File: config.mk
export PLATFORM = sky130hd
export DESIGN_NAME = sram_rd_pipe
export DESIGN_NICKNAME = d
export VERILOG_FILES = /design/src/rtl/sram_sp_bwe_model_rd_pipe.sv
export SDC_FILE = /design/constraint.sdc
export NUM_CORES = 1
export LEC_CHECK = 0
export CORE_ASPECT_RATIO = 1.2
export CORE_UTILIZATION = 63
export CTS_BUF_LIST = sky130_fd_sc_hd__clkbuf_8 sky130_fd_sc_hd__clkbuf_16
export DETAILED_ROUTE_END_ITERATION = 16
export DONT_BUFFER_PORTS = 1
export PLACE_DENSITY = 0.79
export SYNTH_ARGS = -nofsm -noshare
export SYNTH_HDL_FRONTEND = slang
export SYNTH_SLANG_ARGS = --single-unit
export TNS_END_PERCENT = 10
File: constraint.sdc
create_clock -name CLK -period 1.7 [get_ports CLK]
set_input_delay 0.425 -clock CLK [delete_from_list [all_inputs] [get_ports CLK]]
set_output_delay 0.425 -clock CLK [all_outputs]
set_load 0.005 [all_outputs]
File: src/rtl/sram_sp_bwe_model_rd_pipe.sv
// rtl/sram_sp_bwe_model_rd_pipe.sv - read-latency delay line and Q output register
module sram_rd_pipe #(
  parameter int BITS         = 64,
  parameter int READ_LATENCY = 1,
  parameter int HOLD_Q       = 1
) (
  input  logic            CLK,
  input  logic            RSTB,
  input  logic            in_valid,
  input  logic [BITS-1:0] in_data,
  output logic [BITS-1:0] Q,
  output logic            Q_VALID
);

  // 32-bit words needed to cover the data width with random fill
  localparam int RW = (BITS + 31) / 32;

  logic [READ_LATENCY-1:0] vld;
  logic [BITS-1:0]         dat [READ_LATENCY];

  // Shift {valid, data} one stage per cycle; stage 0 captures the request edge
  always_ff @(posedge CLK) begin
    if (!RSTB) begin
      vld <= '0;
      for (int i = 0; i < READ_LATENCY; i++) dat[i] <= '0;
    end else begin
      vld[0] <= in_valid;
      dat[0] <= in_data;
      for (int i = 1; i < READ_LATENCY; i++) begin
        vld[i] <= vld[i-1];
        dat[i] <= dat[i-1];
      end
    end
  end

  // Present the completing read; otherwise hold or scribble Q so stale data is obvious
  always_ff @(posedge CLK) begin
    if (!RSTB) begin
      Q       <= '0;
      Q_VALID <= 1'b0;
    end else begin
      Q_VALID <= vld[READ_LATENCY-1];
      if (vld[READ_LATENCY-1]) begin
        Q <= dat[READ_LATENCY-1];
      end else if (HOLD_Q == 0) begin
        Q <= BITS'({RW{32'($random)}});
      end
    end
  end

endmodule

==> reports/metrics.csv <==
metric,value,unit
gp_congestion,0.700,
status,completed,
grt_overflow,0,
fin_tns_setup,0,ns
fillers,413,
worst-setup-path-type,flop to output port,
fin_area,4830,sq um
clk_latency,0.50,ns
wl,6640,um
maxCapViolations,0,
antenna_found_initial,0,
routedWlPerCell,15.0,um
hp-class,primary input to flop,
cts_resized,0,
tightest_slew,0.276,ns
io_pins,132,
grt_pass1_wl,10400,um
hold_viol_final,0,
cts_root_buffer,clkbuf_8,
synth_cells,345,
min_period,1.29,ns
grtUsageTotal,19.9,%
cts.sinks,130,
synth_top_area_share,61.4,%
relSlewSlack,81.6,%
final_nets,412,
ys_warn_count,0,
arrival,0.87,ns
num_rows,32,
finalCritPeriodShare,76.1,%
floorplan.initialDensity,65.7,%
vdd_drop_max,1010,uV
final_cells,443,
holdBufCountCts,0,
die_h,91.8,um
fmax,0.773,GHz
avgSynthCellArea,12.3,sq um
maxSlewViolCount,0,
drtAntennaViolNets,0,
die_area,7060,sq um
area_delta_synth_final,13.9,%
ys_ff_latch,130,
cellPowerDensity,1480,nW/um^2
yosysUniqueCellTypes,9,
endpoint_kind,output port,
dpl_cell_area,4210,sq um
grt_start_max_net_pins,131,
synth_edf_count,0,
syn-cell-area,4240,sq um
crit_fanout,2,
port_buffers,0,
syn_nets,412,
drt-pass1-iter-count,4,
post-cts-setup-buffers,0,
drc,0,
die_w,76.9,um
p_leak,0.00187,uW
cts_made_buffers,17,
rsz0062_at_grt,false,
yosysTopAreaCell,dfxtp_1,
core,6450,sq um
critPathRequiredTime,1.27,ns
fin_util,74.9,%
drive_gt1_share,8.94,%
setup_viol,0,
synth_common_cells,"130 x dfxtp_1, 66 x and2_1, 64 x mux2i_1, 64 x nor2b_1",
path_clk_slew,0.06,ns
place_hpwl,4040,um
first_iter_violations,97,
synthFlopType,dfxtp_1,
clockBufferDepth,2,
cts_tree,done,
ys_seq_area_share,61.4,%
start_kind,flop,
grt_pass1_vias,2185,
antenna_cells,0,
htreeDepth,4,
synthArstFlopShare,0,%
synth_top_cells_by_area,"dfxtp_1 61%, mux2i_1 15%, and2_1 9.7%, nor2b_1 9.5%, buf_12 2.4%",
synth_most_common_cell,dfxtp_1,
vias_per_cell,4.93,
route.vias.total,2184,
placedCellCount,411,
fin_skew,0.00606,ns
==> worst reg2reg max path: cells and delay by family (launching register included) <==
kind	cells	cell delay, ns
buffers and inverters	1	0.24
flip-flops	1	0.37
multiplexers	1	0.27
AND/OR/NAND/NOR	1	0.08
==> layout by cell type, fill, tap and decap left out, drive strengths merged <==
master | netlist | routed
and2 | 66 | 66
dfxtp | 130 | 130
clkbuf | 7 | 20
bufinv | 0 | 4
buf | 14 | 2
clkinv | 0 | 2
nor2b | 64 | 64
mux2i | 64 | 64
inv | 0 | 3
clkinvlp | 0 | 3
==> per-layer routing <==
metal  wire length (um)  vias up  track usage, %
met2               3330       90            32.7
met4                 65        0            9.29
met1               2630      990            20.7
met3                613        4            10.9
li1                   -     1100               -
met5                  0        -               0
==> per-stage QoR <==
stage          hold WS (ns)  setup WS, ns  total power, uW
2_1_floorplan         0.463         0.708             3530
3_3_place_gp          0.465         0.691             3510
3_5_place_dp          0.478         0.653             3530
4_1_cts              0.0227         0.371             7200
5_1_grt              0.0156         0.346             7380
6_report             0.0492         0.407             7130
==> flip-flops by register name, indices dropped and copies added, names as in the netlist <==
name / cells
Q_VALID: 1
vld: 1
dat: 64
Q: 64
==> cell type report <==
cell class	count	area [sq um]	share of cell area (%)
clock buffers	20	455	9.44
well taps	85	106	2.20
multi-input cells	194	1450	30.1
clock inverters	12	164	3.40
repair buffers	2	40.0	0.830
flip-flops and latches	130	2610	54.0
==> power breakdown <==
| part | switching [uW] | internal [uW] | total, uW | leakage [uW] |
|---|---|---|---|---|
| sequential | 61.8 | 3180 | 3240 | 0.00107 |
| combinational | 85.4 | 134 | 219 | 0.000494 |
| clock | 1190 | 2470 | 3670 | 0.000307 |
| total | 1340 | 5790 | 7130 | 0.00187 |
==> kinds of logic (layout without fill, tap and decap cells) <==
logic type	after synthesis	in the layout	synth area share (%)
AND/OR/NAND/NOR	130	130	19.2
buffers and inverters	21	34	4.25
multiplexers	64	64	15.1
flip-flops	130	130	61.4
==> worst paths after layout <==
kind / from / to / slack (ns) / depth (start not counted)
worst min-delay path: RSTB / dat[0][8]$_SDFF_PN0_ / 0.05 / 1
worst max register to register: vld$_SDFF_PN0_ / Q[23]$_SDFFE_PN0P_ / 0.63 / 3
worst min register to register: dat[0][29]$_SDFF_PN0_ / Q[29]$_SDFFE_PN0P_ / 0.49 / 2
worst max-delay path: Q[63]$_SDFFE_PN0P_ / Q[63] / 0.41 / 0
No activity file was read; power rests on OpenSTA's default activity.
